### src/rtl/power_pack_pkg.sv
// power_pack_pkg: shared state encoding, default frame counts and screen coordinate widths
package power_pack_pkg;
  typedef enum logic [1:0] {IDLE = 2'd0, SPAWN = 2'd1, ARMED = 2'd2, EFFECT = 2'd3} state_t;
  localparam int COOLDOWN_DEF = 180;
  localparam int LIFETIME_DEF = 600;
  localparam int EFFECT_DEF   = 300;
  localparam int X_W          = 11;
  localparam int Y_W          = 10;
  localparam int CNT_W        = 10;
endpackage

### src/rtl/frame_tick.sv
// frame_tick: vsync synchroniser and falling-edge detector producing a one-cycle frame strobe
//   clk   - pixel clock
//   reset - asynchronous active-low reset
//   vsync - active-low vertical sync from the VGA timing generator
//   tick  - registered one-cycle strobe, two cycles after the vsync falling edge
module frame_tick (
  input  logic clk,
  input  logic reset,
  input  logic vsync,
  output logic tick
);
  logic v1, v2;
  always_ff @(posedge clk or negedge reset)
    if (!reset) begin
      v1   <= 1'b1;
      v2   <= 1'b1;
      tick <= 1'b0;
    end else begin
      v1   <= vsync;
      v2   <= v1;
      tick <= v2 & ~v1;
    end
endmodule

### src/rtl/power_pack_ctrl.sv
// power_pack_ctrl: power-up lifecycle FSM (cooldown, spawn, pickup detection, effect duration)
//   clk, reset       - pixel clock, asynchronous active-low reset
//   vsync            - active-low frame sync
//   puck_x, puck_y   - puck top-left corner
//   pack_x, pack_y   - pack top-left corner read back from the renderer
//   spawn            - one-cycle spawn pulse to the renderer
//   eaten            - high while the pack must be hidden
//   effect           - power-up effect active
//   pickups          - saturating pickup count
//   state            - current FSM state for debug
module power_pack_ctrl import power_pack_pkg::*; #(
  parameter int COOLDOWN_FRAMES = COOLDOWN_DEF,
  parameter int LIFETIME_FRAMES = LIFETIME_DEF,
  parameter int EFFECT_FRAMES   = EFFECT_DEF,
  parameter int PUCK_SIZE       = 16,
  parameter int PACK_W          = 20,
  parameter int PACK_H          = 20
) (
  input  logic           clk,
  input  logic           reset,
  input  logic           vsync,
  input  logic [X_W-1:0] puck_x,
  input  logic [Y_W-1:0] puck_y,
  input  logic [X_W-1:0] pack_x,
  input  logic [Y_W-1:0] pack_y,
  output logic           spawn,
  output logic           eaten,
  output logic           effect,
  output logic [3:0]     pickups,
  output logic [1:0]     state
);
  state_t st, st_n;
  logic [CNT_W-1:0] cnt, cnt_n;
  logic [3:0] pickups_n;
  logic tick, hit;
  frame_tick u_tick (.clk(clk), .reset(reset), .vsync(vsync), .tick(tick));
  // 12-bit zero-extended operands keep the edge sums from wrapping at the screen border
  logic [11:0] px, py, kx, ky;
  assign px  = {1'b0, puck_x};
  assign py  = {2'b0, puck_y};
  assign kx  = {1'b0, pack_x};
  assign ky  = {2'b0, pack_y};
  assign hit = (px < kx + 12'(PACK_W)) && (px + 12'(PUCK_SIZE) > kx) &&
               (py < ky + 12'(PACK_H)) && (py + 12'(PUCK_SIZE) > ky);
  always_comb begin
    st_n      = st;
    cnt_n     = cnt;
    pickups_n = pickups;
    case (st)
      IDLE:
        if (tick) begin
          st_n  = (cnt == CNT_W'(COOLDOWN_FRAMES - 1)) ? SPAWN : IDLE;
          cnt_n = (cnt == CNT_W'(COOLDOWN_FRAMES - 1)) ? '0 : cnt + 1'b1;
        end
      SPAWN: st_n = ARMED;
      ARMED:
        if (tick) begin
          if (hit) begin
            st_n      = EFFECT;
            cnt_n     = '0;
            pickups_n = (pickups == 4'hf) ? pickups : pickups + 4'd1;
          end else begin
            st_n  = (cnt == CNT_W'(LIFETIME_FRAMES - 1)) ? IDLE : ARMED;
            cnt_n = (cnt == CNT_W'(LIFETIME_FRAMES - 1)) ? '0 : cnt + 1'b1;
          end
        end
      EFFECT:
        if (tick) begin
          st_n  = (cnt == CNT_W'(EFFECT_FRAMES - 1)) ? IDLE : EFFECT;
          cnt_n = (cnt == CNT_W'(EFFECT_FRAMES - 1)) ? '0 : cnt + 1'b1;
        end
    endcase
  end
  always_ff @(posedge clk or negedge reset)
    if (!reset) begin
      st      <= IDLE;
      cnt     <= '0;
      pickups <= '0;
      spawn   <= 1'b0;
      eaten   <= 1'b1;
      effect  <= 1'b0;
    end else begin
      st      <= st_n;
      cnt     <= cnt_n;
      pickups <= pickups_n;
      spawn   <= st_n == SPAWN;
      eaten   <= st_n == IDLE || st_n == EFFECT;
      effect  <= st_n == EFFECT;
    end
  assign state = st;
endmodule
### config.mk
export PLATFORM = sky130hd
export DESIGN_NAME = power_pack_ctrl
export DESIGN_NICKNAME = d
export VERILOG_FILES = /design/src/rtl/power_pack_pkg.sv /design/src/rtl/frame_tick.sv /design/src/rtl/power_pack_ctrl.sv
export SDC_FILE = /design/constraint.sdc
export NUM_CORES = 1
export LEC_CHECK = 0
export BUFFER_PORTS_ARGS = -buffer_cell sky130_fd_sc_hd__buf_4
export CAP_MARGIN = 40
export CORE_MARGIN = 5
export CORE_UTILIZATION = 55
export CTS_BUF_LIST = sky130_fd_sc_hd__clkbuf_16
export DETAILED_ROUTE_END_ITERATION = 10
export PLACE_DENSITY_LB_ADDON = 0.2
export SYNTH_ARGS = -nofsm -noshare
export SYNTH_HDL_FRONTEND = slang
export SYNTH_SLANG_ARGS = --single-unit
export TNS_END_PERCENT = 100
### constraint.sdc
create_clock -name clk -period 2.6 [get_ports clk]
set_input_delay 0.39 -clock clk [delete_from_list [all_inputs] [get_ports clk]]
set_output_delay 0.39 -clock clk [all_outputs]
set_load 0.05 [all_outputs]
==> impl_metrics.ini, run 1 <==
[outcome]
status = finished with violations
violations = negative setup slack

[sta]
rsz0062_at_grt = yes
hold_viol_final = 0
report.final.slew_viol_count = 0
finClkSkew_ps = 2.80
max_freq_mhz = 354
tightest_slew_ps = 558
period_needed_ps = 2830
setup_viol = 16
fin_crit_sh_pct = 109
hold-worst-slack_ps = 10.9
timing.final.ws_setup_ps = -226
relSlewSlack_pct = 62.8

[synthesis]
ys_ff_latch = 22
synth_top_area_cell = ha_1
yosysUniqueCellTypes = 45
synth-edff-count = 0
synthArstFlopShare_pct = 100
yosys.area.top_type_share_pct = 23.8
yosysWarningCount = 0
syn-mean-instance-area_sq_um = 8.84
synth.net_count = 358
synth_cells = 268
synth_ff_type = dfrtp_1
synth_seq_area_share_pct = 23.4
synth.area.top_cells = ha_1 (24%), dfrtp_1 (20%), xnor2_1 (6.7%)
netlist_area_sq_um = 2370

[route]
vias = 2519
first_pass_iters = 4
avgRoutedWirePerCell_um = 18.3
wirelength_mm = 7.68
antenna_left = 0
vias_per_cell = 5.98
first_iter_violations = 186
drc = 0

[placement]
dp_hpwl_mm = 5.06
gp_congestion = 0.918
portBuffers = 53
dp.cells = 409
placed_area_sq_um = 3190

[clock_network]
cts_root_buffer = clkbuf_16
cts_buffer_depth = 2
clkTransAtPathRegs_ps = 60
cts_tree = done
htreeDepth = 1
numCtsBuffers = 3
clock_sinks = 22
clock_latency_ps = 250

[power]
swShare_pct = 40.5
p_seq_share_pct = 31.1
powerDensity_nw_per_um2 = 543
pwr-share-clk_pct = 21.7
ir_drop_v = 0.000854
p_switching_uw = 784
p_int_mw = 1.15
p_leak_nw = 1.73
power_frac_comb_pct = 47.2

[floorplan]
io_pins = 54
start_util_pct = 58.0
die_height_um = 75.6
die_w_um = 75.6
core_sq_um = 4090
die_area_sq_um = 5720
num_rows = 23

[global_route]
overflow = 0
grt_pass1_vias = 2535
grt_usage_pct = 24.0
antenna_found_initial = 0
grt_pass1_wl_mm = 10.7
grt_max_degree = 23

[final_layout]
drive_above_1_share_pct = 39.6
finalNetCount = 462
areaGrowthSynthToFinish_pct = 50.7
diodes = 0
final_cell_area_sq_um = 3570
layout.cells.non_filler = 421

[worst_hold_path]
min_path_type = input pin to asynchronous set/reset pin

[setup_path]
worstPathMaxFanout = 5
cp_cell_sequence = buf_4, ha_4, buf_4, o21ai_0, xnor2_1, ha_1, a2111oi_2, o21ai_1, o21ai_2, nand4_4, buf_4, o31ai_4, ha_1, inv_1
start_kind = input pin
cpMostUsedCell = buf_4
critPathKind = input pin to flop
required_ps = 2800
cp.arrival_ps = 3020
critPathSlowestCell = a2111oi_2
cp_slowest_stage_delay_ps = 320
end_kind = flop

[job]
drv_cap = 0
## synth_stat cells (5+ instances only)
cell / number
ha_1: 45
xor2_1: 12
and3_1: 5
a21oi_1: 23
nand4_1: 8
dfrtp_1: 19
nor3_1: 7
nand2_1: 14
inv_1: 30
nand3_1: 14
o21ai_0: 8
nor2_1: 6
xnor2_1: 18
## final timing paths
kind	startpoint	to	slack (ps)	depth (start not counted)
worst max register to register	cnt[0]	eaten	150	9
worst max-delay path	pack_y[2]	eaten	-230	14
max in group asynchronous	reset	eaten	2320	1
min in group clk	vsync	u_tick.v1	240	1
worst min register to register	u_tick.v1	u_tick.v2	370	0
worst min-delay path	reset	cnt[0]	10	1
## layout make-up
class,count,area [sq um]
Fill cell,227,518
Clock buffer,3,75.1
Clock inverter,1,30.0
Multi-Input combinational cell,213,1950
Tap cell,50,62.6
Inverter,30,113
Sequential cell,22,554
Timing Repair Buffer,102,788
## cell families (layout without fill, tap and decap cells)
| group | Yosys count | count (layout) | synth area share [%] |
|---|---|---|---|
| AND/OR/NAND/NOR | 73 | 73 | 17.9 |
| buffers and inverters | 33 | 136 | 5.23 |
| AO/OA/AOI/OAI | 61 | 61 | 16.8 |
| adder cells (fa/ha/maj) | 45 | 45 | 23.8 |
| flip-flops | 22 | 22 | 23.4 |
| multiplexers | 4 | 4 | 1.85 |
| XOR/XNOR | 30 | 30 | 11.1 |
## stage by stage
stage / TNS, ps / setup slack (ps) / util, % / power [mW]
floorplan: -440 / -120 / - / 1.06
global placement: -5020 / -398 / 78.1 / 1.34
detailed placement: -6150 / -491 / 78.1 / 1.36
CTS: -1330 / -115 / 83.6 / 1.83
global route: -4610 / -353 / 87.3 / 2.05
finish: -2250 / -226 / 87.3 / 1.94
## repair_timing
| item | in CTS | in global routing |
|---|---|---|
| hold buffers | 0 | 0 |
| hold endpoints to repair | 0 | 0 |
| buffers inserted | 5 | 3 |
| resized for setup | 22 | 22 |
| pin swaps | 7 | 3 |
| gates cloned | 0 | 0 |
| endpoints found under the setup margin | 16 | 18 |
## flip-flops by register name, summed over array words and instances, names as in the netlist
signal	flops
u_tick.v2	1
spawn	1
state	2
cnt	10
effect	1
pickups	4
u_tick.v1	1
u_tick.tick	1
eaten	1
## layout by cell type (no fill, tap or decap), drive strengths merged, types with 2 or more instances in the layout
cell type	n
ha	45
nor4b	2
buf	102
and4	2
o21ai	12
xnor2	18
and3	5
o22a	2
a41oi	2
a211oi	3
o211ai	3
nand4	9
a2111oi	3
or3	2
nor2	6
a21o	4
nand2b	4
dfrtp	19
nand2	14
a21oi	23
inv	30
xor2	12
dfstp	3
nand3	14
mux2	3
nor3b	2
nor2b	3
nor3	7
clkbuf	3
nor4	3
## worst max-delay path: cells and delay by family
family          cells  cell delay, ps
fa+ha+maj           3             650
simple gates        1             160
buf+inv             4             510
compound gates      5            1170
xor+xnor            1             150
## power groups by stage
| stage | combinational [mW] | clock, mW | sequential (mW) |
|---|---|---|---|
| floorplan | 0.396 | 0 | 0.662 |
| global placement | 0.761 | 0 | 0.576 |
| detailed placement | 0.784 | 0 | 0.576 |
| CTS | 0.823 | 0.425 | 0.582 |
| global route | 0.992 | 0.439 | 0.622 |
| finish | 0.915 | 0.420 | 0.602 |
## metal layers
layer / vias up / track usage, % / wire length, um
met5: - / 0 / 0
met1: 1179 / 26.7 / 2750
li1: 1188 / - / -
met4: 0 / 8.74 / 430
met3: 42 / 2.24 / 484
met2: 110 / 46.6 / 4020
Note: power is estimated with default switching activity, not from simulation.
==> inputs of run 2 (changes only) <==
--- a/config.mk
+++ b/config.mk
@@ -7,6 +7,7 @@
 export LEC_CHECK = 0
 export BUFFER_PORTS_ARGS = -buffer_cell sky130_fd_sc_hd__buf_4
 export CAP_MARGIN = 40
+export CORE_ASPECT_RATIO = 0.75
 export CORE_MARGIN = 5
 export CORE_UTILIZATION = 55
 export CTS_BUF_LIST = sky130_fd_sc_hd__clkbuf_16
==> constraint.sdc (replaced) <==
create_clock -name clk -period 3.15 [get_ports clk]
set_input_delay 0.4725 -clock clk [delete_from_list [all_inputs] [get_ports clk]]
set_output_delay 0.4725 -clock clk [all_outputs]
set_load 0.05 [all_outputs]
==> impl_metrics.ini, run 2 (synthesis gave the netlist of run 1 again) <==
[job]
drv_cap = 0

[final_layout]
largest_reg_flops = 10
layout.cells.non_filler = 397
final_cell_mix = buf_4 (73), ha_1 (45), inv_1 (31)
top_register = cnt
final_common_cell = buf_4
diodes = 0
drive_above_1_share_pct = 25.7
final_cell_area_sq_um = 3080
areaGrowthSynthToFinish_pct = 30.0
finalNetCount = 433

[route]
vias = 2184
first_pass_iters = 4
wirelength_mm = 5.62
first_iter_violations = 122
antenna_left = 0
vias_per_cell = 5.50
avgRoutedWirePerCell_um = 14.1
drc = 0

[sta]
rsz0062_at_grt = yes
relSlewSlack_pct = 71.2
fin_crit_sh_pct = 95.1
hold_viol_final = 0
setup_tns_ps = 0
period_needed_ps = 3000
max_freq_mhz = 334
tightest_slew_ps = 421
report.final.slew_viol_count = 0
setup_viol = 0
finClkSkew_ps = 4.61

[power]
powerDensity_nw_per_um2 = 449
ir_drop_v = 0.000541
p_leak_nw = 1.53

[floorplan]
die_w_um = 85.8
io_pins = 54
die_height_um = 66.8
die_area_sq_um = 5730
core_sq_um = 4100
start_util_pct = 57.7
num_rows = 20

[global_route]
grt_usage_pct = 21.2
grt_pass1_wl_mm = 9.84
grt_max_degree = 23
overflow = 0
grt_pass1_vias = 2180
antenna_found_initial = 0

[outcome]
status = finished clean

[clock_network]
cts_buffer_depth = 2
cts_hold_buf = 0
htreeDepth = 1
numCtsBuffers = 3
cts_root_buffer = clkbuf_16
post_cts_buffers = 0
clock_latency_ps = 260
clkTransAtPathRegs_ps = 60
clock_sinks = 22
cts_tree = done

[setup_path]
critPathKind = input pin to flop
end_kind = flop
reg2reg_slack_ps = 730
start_kind = input pin
worstPathMaxFanout = 6
required_ps = 3290
cp.arrival_ps = 3130

[worst_hold_path]
min_path_type = input pin to asynchronous set/reset pin

[placement]
dp.cells = 393
portBuffers = 53
dp_hpwl_mm = 4.56
gp_congestion = 0.824
placed_area_sq_um = 2970
-- run 2: worst paths after layout --
path	endpoint	depth (start not counted)	start
setup / recovery	pickups[2]	14	puck_x[4]
hold / removal	cnt[0]	1	reset
setup reg to reg	eaten	9	cnt[0]
hold reg to reg	u_tick.v2	0	u_tick.v1
max in group asynchronous	u_tick.v1	1	reset
min in group clk	u_tick.v1	1	vsync
-- run 2: per-layer routing --
| metal | global-route usage (%) | share of wire [%] |
|---|---|---|
| met2 | 35.5 | 45 |
| met5 | 0 | 0 |
| met4 | 2.17 | 0 |
| met3 | 4.20 | 4.9 |
| met1 | 29.4 | 50 |
-- run 2: area by class of cell --
| cell class | instances | area, sq um |
|---|---|---|
| timing repair buffer | 73 | 548 |
| multi-input combinational | 213 | 1720 |
| inverter | 30 | 113 |
| fill | 319 | 1020 |
| clock inverter | 1 | 3.75 |
| sequential | 22 | 554 |
| clock buffer | 3 | 75.1 |
| tap | 55 | 68.8 |
-- run 2: per-stage QoR --
stage	hold slack, ps	setup slack [ps]	utilization [%]	total power, mW
2_1_floorplan	177	196	-	0.866
3_3_place_gp	357	-52.2	72.5	1.08
3_5_place_dp	358	-165	72.5	1.10
4_1_cts	105	84.3	74.4	1.38
5_1_grt	119	-14.3	75.0	1.49
6_report	92.2	155	75.0	1.38
-- run 2: worst max-delay path, cell delays in order --
cell and delay, ps:
buf_4 90, buf_4 120, and3_1 150, nand3_1 130, xnor2_1 160, ha_1 300, nand3_1 100, or3_1 410
a21oi_1 130, a2111oi_0 80, o21ai_1 140, nand4_4 190, nor4_1 300, mux2_1 350
-- run 2: power by group --
| group | leakage [nW] | switching (mW) | internal [mW] | total [mW] |
|---|---|---|---|---|
| Clock | 0.0423 | 0.102 | 0.169 | 0.272 |
| Combinational | 1.21 | 0.363 | 0.273 | 0.636 |
| Sequential | 0.279 | 0.105 | 0.369 | 0.474 |
| Total | 1.53 | 0.570 | 0.811 | 1.38 |
-- run 2: what timing repair did --
| item | in CTS | in global routing |
|---|---|---|
| hold endpoints to repair | 0 | 0 |
| gates resized for setup | 0 | 6 |
| setup endpoints to repair | 0 | 7 |
